--- config.mk ---
export PLATFORM = sky130hd
export DESIGN_NAME = best_tour_monitor
export DESIGN_NICKNAME = d
export VERILOG_FILES = /design/src/rtl/best_tour_monitor_pkg.sv /design/src/rtl/best_tour_monitor_hist_fifo.sv /design/src/rtl/best_tour_monitor.sv
export SDC_FILE = /design/constraint.sdc
export NUM_CORES = 1
export LEC_CHECK = 0
export ABC_AREA = 1
export CAP_MARGIN = 20
export CORE_MARGIN = 2
export CORE_UTILIZATION = 55
export DETAILED_ROUTE_END_ITERATION = 10
export GPL_ROUTABILITY_DRIVEN = 0
export PLACE_DENSITY_LB_ADDON = 0.1
export SLEW_MARGIN = 20
export SYNTH_ARGS = -nofsm -noshare
export SYNTH_HDL_FRONTEND = slang
export SYNTH_SLANG_ARGS = --single-unit
--- constraint.sdc ---
create_clock -name clk -period 8.36 [get_ports clk]
set_clock_uncertainty 0.1 [all_clocks]
set_input_delay 0.836 -clock clk [delete_from_list [all_inputs] [get_ports clk]]
set_output_delay 0.836 -clock clk [all_outputs]
set_load 0.01 [all_outputs]
--- src/rtl/best_tour_monitor_pkg.sv ---
// Shared types for the best-tour monitor: distance word, history entry, FSM states.
package best_tour_monitor_pkg;

  localparam int unsigned REPLICA_NUM = 32;
  localparam int unsigned HIST_DEPTH  = 8;
  localparam int unsigned DIS_W       = 32;
  localparam int unsigned ID_W        = $clog2(REPLICA_NUM);

  typedef logic [DIS_W-1:0] total_data_t;

  typedef struct packed {
    logic [15:0]     sweep;
    logic [ID_W-1:0] id;
    logic            chain;
    total_data_t     dis;
  } hist_entry_t;

  typedef enum logic [1:0] {
    MON_IDLE,
    MON_SCAN,
    MON_COMMIT
  } mon_state_t;

endpackage

--- src/rtl/best_tour_monitor_hist_fifo.sv ---
// Show-ahead improvement-history FIFO; a push into a full FIFO overwrites the oldest entry.
module hist_fifo
  import best_tour_monitor_pkg::*;
#(
  parameter int unsigned depth = HIST_DEPTH
) (
  input  logic                     clk,
  input  logic                     reset,
  input  logic                     clear,
  input  logic                     push,
  input  hist_entry_t              push_data,
  input  logic                     pop,
  output logic                     valid,
  output hist_entry_t              head_data,
  output logic [$clog2(depth):0]   count,
  output logic                     overflow
);

  localparam int unsigned PTR_W = $clog2(depth);

  hist_entry_t              mem_q [depth];
  hist_entry_t              mem_d [depth];
  logic [PTR_W-1:0]         rd_q, rd_d;
  logic [PTR_W-1:0]         wr_q, wr_d;
  logic [PTR_W:0]           count_q, count_d;
  logic                     ovf_q, ovf_d;
  logic                     full;
  logic                     empty;
  logic                     do_pop;

  // Pointer/count bookkeeping; when full, wr==rd so a push lands on the oldest slot.
  always_comb begin
    mem_d   = mem_q;
    rd_d    = rd_q;
    wr_d    = wr_q;
    count_d = count_q;
    ovf_d   = ovf_q;
    full    = (count_q == (PTR_W+1)'(depth));
    empty   = (count_q == '0);
    do_pop  = pop && !empty;
    if (push) begin
      mem_d[wr_q] = push_data;
      wr_d        = wr_q + 1'b1;
      if (do_pop || full) rd_d = rd_q + 1'b1;
      if (full && !do_pop) ovf_d = 1'b1;
      if (!do_pop && !full) count_d = count_q + 1'b1;
    end else if (do_pop) begin
      rd_d    = rd_q + 1'b1;
      count_d = count_q - 1'b1;
    end
    if (clear) begin
      rd_d    = '0;
      wr_d    = '0;
      count_d = '0;
      ovf_d   = 1'b0;
    end
  end

  // Control state with synchronous reset.
  always_ff @(posedge clk) begin
    if (reset) begin
      rd_q    <= '0;
      wr_q    <= '0;
      count_q <= '0;
      ovf_q   <= 1'b0;
    end else begin
      rd_q    <= rd_d;
      wr_q    <= wr_d;
      count_q <= count_d;
      ovf_q   <= ovf_d;
    end
  end

  // Storage array; contents are only meaningful while counted as valid.
  always_ff @(posedge clk) begin
    mem_q <= mem_d;
  end

  assign valid     = (count_q != '0);
  assign head_data = mem_q[rd_q];
  assign count     = count_q;
  assign overflow  = ovf_q;

endmodule

--- src/rtl/best_tour_monitor.sv ---
// Scans one readout sweep of both replica chains, tracks the shortest tour since clear
// and records each improvement in a small history FIFO.
module best_tour_monitor
  import best_tour_monitor_pkg::*;
#(
  parameter int unsigned replica_num = REPLICA_NUM,
  parameter int unsigned hist_depth  = HIST_DEPTH
) (
  input  logic                            clk,
  input  logic                            reset,
  input  logic                            sweep_start,
  input  logic                            monitor_clear,
  input  logic                            distance_shift,
  input  total_data_t                     distance_rdata,
  output logic                            busy,
  output logic                            sweep_done,
  output logic                            improved,
  output total_data_t                     best_dis,
  output logic [$clog2(replica_num)-1:0]  best_id,
  output logic                            best_chain,
  output logic [15:0]                     best_sweep,
  input  logic                            hist_pop,
  output logic                            hist_valid,
  output hist_entry_t                     hist_data,
  output logic [$clog2(hist_depth):0]     hist_count,
  output logic                            hist_overflow
);

  localparam int unsigned CNT_W = $clog2(2*replica_num);
  localparam int unsigned IDW   = $clog2(replica_num);
  localparam logic [CNT_W-1:0] LAST_WORD = CNT_W'(2*replica_num - 1);

  mon_state_t        state_q, state_d;
  logic [CNT_W-1:0]  cnt_q, cnt_d;
  total_data_t       smin_q, smin_d;
  logic [IDW-1:0]    sidx_q, sidx_d;
  logic              schain_q, schain_d;
  total_data_t       best_dis_q, best_dis_d;
  logic [IDW-1:0]    best_id_q, best_id_d;
  logic              best_chain_q, best_chain_d;
  logic [15:0]       best_sweep_q, best_sweep_d;
  logic [15:0]       sweep_no_q, sweep_no_d;
  logic              push;
  hist_entry_t       push_entry;

  // Next-state, scan compare and commit; monitor_clear overrides everything last.
  always_comb begin
    state_d      = state_q;
    cnt_d        = cnt_q;
    smin_d       = smin_q;
    sidx_d       = sidx_q;
    schain_d     = schain_q;
    best_dis_d   = best_dis_q;
    best_id_d    = best_id_q;
    best_chain_d = best_chain_q;
    best_sweep_d = best_sweep_q;
    sweep_no_d   = sweep_no_q;
    sweep_done   = 1'b0;
    improved     = 1'b0;
    push         = 1'b0;
    unique case (state_q)
      MON_IDLE: begin
        if (sweep_start) begin
          state_d  = MON_SCAN;
          cnt_d    = '0;
          smin_d   = '1;
          sidx_d   = '0;
          schain_d = 1'b0;
        end
      end
      MON_SCAN: begin
        if (sweep_start) begin
          cnt_d    = '0;
          smin_d   = '1;
          sidx_d   = '0;
          schain_d = 1'b0;
        end else if (distance_shift) begin
          if (distance_rdata < smin_q) begin
            smin_d   = distance_rdata;
            sidx_d   = cnt_q[CNT_W-1:1];
            schain_d = cnt_q[0];
          end
          cnt_d = cnt_q + 1'b1;
          if (cnt_q == LAST_WORD) state_d = MON_COMMIT;
        end
      end
      MON_COMMIT: begin
        sweep_done = 1'b1;
        if (smin_q < best_dis_q) begin
          best_dis_d   = smin_q;
          best_id_d    = sidx_q;
          best_chain_d = schain_q;
          best_sweep_d = sweep_no_q;
          improved     = 1'b1;
          push         = 1'b1;
        end
        sweep_no_d = sweep_no_q + 1'b1;
        state_d    = MON_IDLE;
      end
      default: state_d = MON_IDLE;
    endcase
    if (monitor_clear) begin
      state_d      = MON_IDLE;
      best_dis_d   = '1;
      best_id_d    = '0;
      best_chain_d = 1'b0;
      best_sweep_d = '0;
      sweep_no_d   = '0;
      sweep_done   = 1'b0;
      improved     = 1'b0;
      push         = 1'b0;
    end
  end

  // State and result registers with synchronous reset.
  always_ff @(posedge clk) begin
    if (reset) begin
      state_q      <= MON_IDLE;
      cnt_q        <= '0;
      smin_q       <= '1;
      sidx_q       <= '0;
      schain_q     <= 1'b0;
      best_dis_q   <= '1;
      best_id_q    <= '0;
      best_chain_q <= 1'b0;
      best_sweep_q <= '0;
      sweep_no_q   <= '0;
    end else begin
      state_q      <= state_d;
      cnt_q        <= cnt_d;
      smin_q       <= smin_d;
      sidx_q       <= sidx_d;
      schain_q     <= schain_d;
      best_dis_q   <= best_dis_d;
      best_id_q    <= best_id_d;
      best_chain_q <= best_chain_d;
      best_sweep_q <= best_sweep_d;
      sweep_no_q   <= sweep_no_d;
    end
  end

  assign push_entry = '{sweep: sweep_no_q, id: ID_W'(sidx_q), chain: schain_q, dis: smin_q};

  hist_fifo #(
    .depth (hist_depth)
  ) u_hist_fifo (
    .clk       (clk),
    .reset     (reset),
    .clear     (monitor_clear),
    .push      (push),
    .push_data (push_entry),
    .pop       (hist_pop),
    .valid     (hist_valid),
    .head_data (hist_data),
    .count     (hist_count),
    .overflow  (hist_overflow)
  );

  assign busy       = (state_q != MON_IDLE);
  assign best_dis   = best_dis_q;
  assign best_id    = best_id_q;
  assign best_chain = best_chain_q;
  assign best_sweep = best_sweep_q;

endmodule

# Yosys cells after proc, flatten, opt, wreduce, memory -nomap -nowiden
# Cells that the tools add are included.
totals:
  reg_bits: 559
  latchBits: 0
  ram_bits: 0
  romBits: 0
  input_bits: 38
  output_inout_bits: 117
  wordCells: 134
  n_memories: 0
op_classes:
  addsub: 6
  n_mul: 0
  div: 0
  order_cmp: 5
  eq_ne: 12
  shifts: 0
  mux: 41
  bitwise: 2
  n_reduce_logical: 22
ops:
  columns: ["cell", "count"]
  rows:
  - ["$bwmux 432", 1]
  - ["$bmux 54 s3", 1]
  - ["$demux 54 s3", 1]
  - ["$mux 54", 3]
  - ["$mux 32", 4]
  - ["$lt 32x32->1", 2]
  - ["$pmux 32 s2", 1]
  - ["$mux 5", 4]
  - ["$mux 6", 3]
  - ["$add 16x1->16 const B", 1]
  - ["$mux 4", 3]
  - ["$pmux 6 s2", 1]
  - ["$pmux 5 s2", 1]
  - ["$mux 1", 9]
  - ["$mux 3", 3]
  - ["$ge 4x4->1 const B", 2]
  - ["$mux 2", 4]
  - ["$ne 2x2->1 const B", 4]
  - ["$not 3->4", 2]
  - ["$reduce_and 2->1", 4]
  - ["$reduce_and 4->1", 2]
  - ["$add 3x1->3 const B", 2]
  - ["$add 6x1->6 const B", 1]
  - ["$eq 6x6->1 const B", 1]
  - ["19 further kinds", 28]

# Depth between registers and ports, before layout
logic_depth:
  ltp_word: 7
  depth_mapped: 22
  mapped_depth_nobuf: 22

# Cells and area by module
# From an unflattened synthesis, not the netlist that was laid out.
hier_totals:
  hier_cells: 2289
  hier_area_um2: 23734.0
by_module_without_submodules:
  columns: ["module", "n_inst", "cells_per_inst", "area_each_um2", "seq_area_each_um2"]
  rows:
  - ["hist_fifo", 1, 1424, 17508.0, 13192.7]
  - ["best_tour_monitor", 1, 865, 6226.0, 2322.2]

# Worst setup path before layout
# Ideal clock, no wire load.
synth_timing:
  path_type: "register -> register"
  start: "register best_dis_q[5] (netlist: best_dis[5])"
  end: "register u_hist_fifo.mem_q[216] (netlist name), enable pin"
  setup_ns: 0.533
  arrival_ns: 5.427
  t_required_ns: 7.727
  setup_slack_ns: 2.300
  stages_incl_launch_ff: 14
  path_buffers: 0
  synth_period_minus_slack_ns: 6.060
  path_cell_list: "dfxtp_1 -> inv_1 -> ha_1 -> a21oi_1 -> nor2_1 -> nor3_1 -> nand2_1 -> nand2_1 -> nand2_1 -> nand2_1 -> nand3_4 -> inv_2 -> nand2_1 -> nor3_1"
synth_via:
  elab_chain_cells: 4
synth_rtl:
  columns: ["item", "line_no", "rtl"]
  rows:
  - ["start, declared", "best_tour_monitor.sv:38", "total_data_t best_dis_q, best_dis_d;"]
  - ["start signal, assigned", "best_tour_monitor.sv:134", "best_dis_q <= best_dis_d;"]
  - ["$lt 32x32->1", "best_tour_monitor.sv:89", "if (smin_q < best_dis_q) begin"]
  - ["$mux 1 (3 in series)", null, null]
  - ["net improved", "best_tour_monitor.sv:17", "output logic improved,"]
  - ["end signal, assigned", "best_tour_monitor_hist_fifo.sv:76", "mem_q <= mem_d;"]
  - ["end, declared", "best_tour_monitor_hist_fifo.sv:21", "hist_entry_t mem_q [depth];"]
# The timed path passes the listed nets, and every way through them passes these cells.
# A chain may end at the register's enable or synchronous reset.

==> results.md <==
* Outcome: completed
* Initial Util at a little under three fifths
* CP startpoint kind: flop
* Critical Path AT at 3.97 ns
* RSZ-0062 raised after global routing: no
* Area of the multi-input gates at about 6600 um^2
* Worst setup EP type: primary output
* Warnings, synthesis at 0
* CORE AREA at approximately 41000 um^2
* CP Class: flop to primary output
* Reg clk slew, reported paths at 0.06 ns
* Layout cells sized above 1 at 5.98%
* Hold Path End: best_sweep[15]$_SDFFE_PP0N_
* Overall die width at between 200 and 250 um
* Met2 Usage GRT at between 40 and 50%
* TritonCTS Buffers at 56
* Vias/cell at ~5.8
* Crit-path max FO at 106
* Tcrit/Tclk final at around 59%
* Post_cts resized at 0
* Final net count at around 2300
* TritonCTS clock tree: built
* CP Buf/Inv Count at 3
* Sequential-to-total area share from yosys stat at 67.5%
* Max clock buf depth at 3
* Slowest CP cell: inv_4
* Leakage at 10.1 nW
* DIE HEIGHT at ~210 um
* Worst hold slack at 0.382 ns
* Root Driver: clkbuf_16
* Post-CTS Setup Inserts at 0
* Met3 usage in global routing at ~3.6%
* Via count at about 16000
* DPL Wire Length at 32300 um
* Synth unique cells at 42
* First-pass GRT wire length at ~87000 um
* Slew Viols, Final at 0
* DRT antenna net count at 0
* Ant. Diodes at 0
* Worst reg2reg path startpoint: smin_q[11]$_SDFFE_PP1P_
* F_max at ~200 MHz
* Pwr dens at 215 nW/um^2
* Drt drc at 0
* Initial antenna violation count at 0
* Peak supply drop at approximately 0.15 mV
* Syn Nets at around 2200
* Worst min-delay path category: flop to flop
* Final setup fails at 0
* Layout Area Growth over Synthesis at 16.9%
* Routed wire per std cell at 20.1 um
* Die area at 43500 um^2
* Actual slew at the worst max-slew pin at roughly 1.1 ns
* Count of hold-fix buffers inserted at cts at 0
* Origin of the worst min-delay path: best_sweep[15]$_SDFFE_PP0N_
* I/O pins at 155
* Clk_lat worst skew at roughly 0.60 ns
* Most common cell after layout, fill and taps aside: nor2_1
* Worst r2r dst: u_hist_fifo.mem_q[294]$_DFFE_PP_
* Final hold violation count at 0
* Drt total wl at between 50000 and 60000 um
* Mean Syn Cell Area at 11.0 um^2
* Largest net degree at the start of global routing at approximately 110
* Max-cap violation count at 0
* Most frequent cells in the layout: nor2_1, edfxtp_1, o21ai_0
* Synthesized cell area at around 23000 um^2
* FP Rows at 74
* Initial DRC count at ~1400
* IO buf count at between 150 and 200
* Tmin final at 4.90 ns
* Reg2Reg Depth at 10
* Register area at between 15000 and 20000 um^2
* First-pass detailed-route iteration total at 6
* Hold Crit Depth at 2
* Worst path cell trace: inv_4 > buf_4 > o21ai_0 > o22ai_1 > nor2_1 > a31oi_1 > clkdlybuf4s50_1
* Global routing's busiest layer: met2
* Grt total ovfl at 0
* Yosys reg bits at 559
* Worst rel slew slack at about a quarter
* Clk sinks at 559
* H-Tree Depth at 2
* Slowest stage delay, CP at between 0.7 and 0.8 ns
* R2r setup slk at approximately 4 ns
* WP data required at 7.42 ns
* Synth Instances at about 2100
* Vias in the first global route at 15700
* GRT Total Usage at approximately 26%
* Cell family with most CP delay: buffers and inverters
* TNS Setup at 0 ns
* GR Util met1 at a little over a third
* Layout fillers at between 3000 and 4000
-- logic make-up after synthesis --
| logic type | share of synthesized area [%] |
|---|---|
| flip-flops | 67.5 |
| XOR/XNOR | 0.0762 |
| buffers and inverters | 4.16 |
| adder cells (fa/ha/maj) | 3.79 |
| AO/OA/AOI/OAI | 13.0 |
| AND/OR/NAND/NOR | 11.5 |
-- worst reg2reg max path, cell delays in order, from the launching register on --
cell and delay (ns):
dfxtp_1 0.56, ha_1 0.33, a21oi_1 0.14, o21ai_0 0.09, a21oi_1 0.28, nand2_1 0.13
nand2_1 0.23, nand3_4 0.21, or2_4 0.34, nor3_4 0.70, buf_4 0.77
-- through the flow --
step	total power, mW	area, um^2	worst slack (ns)	std cells	utilization (%)
global route	5.94	26900	3.18	2790	65.5
floorplan	3.17	23000	2.30	2091	-
finish	5.77	26900	3.46	2790	65.5
CTS	5.80	26900	3.45	2790	65.5
detailed placement	3.25	25000	4.05	2685	60.8
global placement	3.24	25000	4.16	2685	60.8
-- cell usage after synthesis (all sizes together) --
library cell,n,area (um^2)
xnor2,1,8.76
nor3,18,95.1
nor4,2,12.5
o21bai,2,15.0
ha,68,851
nor2,452,1710
a21oi,111,563
nand2,127,489
clkbuf,82,310
nand4,7,43.8
o211ai,1,7.51
nor3b,2,15.0
nand3,47,248
edfxtp,432,13000
o21ai,334,1670
xor2,1,8.76
dfxtp,127,2540
o21a,4,30.0
fa,1,20.0
a211oi,3,27.5
clkinv,1,3.75
inv,125,472
buf,32,171
or2,1,8.76
o22ai,54,338
nor4b,1,8.76
a31oi,55,344
-- report_power, final --
| part | leakage, nW | switching [mW] | internal (mW) | total (mW) |
|---|---|---|---|---|
| clock | 0.934 | 1.03 | 1.56 | 2.58 |
| sequential | 4.99 | 0.0368 | 3.00 | 3.03 |
| combinational | 4.17 | 0.0965 | 0.0601 | 0.157 |
-- area by class of cell --
type / count / share of cell area (%)
well taps: 532 / 2.48
multi-input cells: 1292 / 24.5
clock inverters: 28 / 1.28
inverters: 126 / 1.78
clock buffers: 77 / 5.85
repair buffers: 176 / 6.35
flip-flops and latches: 559 / 57.8
-- flip-flops by register name (all words and copies together), names as in the netlist --
name and count:
u_hist_fifo.mem_q 432, best_dis 32, smin_q 32, best_sweep 16
sweep_no_q 16, cnt_q 6, best_id 5, sidx_q 5
u_hist_fifo.count 4, u_hist_fifo.rd_q 3, u_hist_fifo.wr_q 3, state_q 2
best_chain 1, schain_q 1, u_hist_fifo.overflow 1
-- layer usage --
layer / wire length (um) / up-vias
li1: - / 7636
met1: 24400 / 7819
met2: 26900 / 518
met3: 3400 / 105
met4: 1500 / 0
met5: 0 / -
-- worst max path at each step --
stage,endpoint,cells after the start,start,slack [ns]
floorplan,u_hist_fifo.mem_q[216]$_DFFE_PP_,13,best_dis[5]$_SDFFE_PP1N_,2.30
global route,hist_data[20],7,u_hist_fifo.rd_q[0]$_SDFFE_PP0P_,3.18
detailed placement,u_hist_fifo.mem_q[376]$_DFFE_PP_,11,smin_q[15]$_SDFFE_PP1P_,4.05
global placement,u_hist_fifo.mem_q[299]$_DFFE_PP_,10,smin_q[15]$_SDFFE_PP1P_,4.16
finish,hist_data[20],7,u_hist_fifo.rd_q[0]$_SDFFE_PP0P_,3.46
CTS,hist_data[20],7,u_hist_fifo.rd_q[0]$_SDFFE_PP0P_,3.45
No activity file was read; power rests on OpenSTA's default activity.
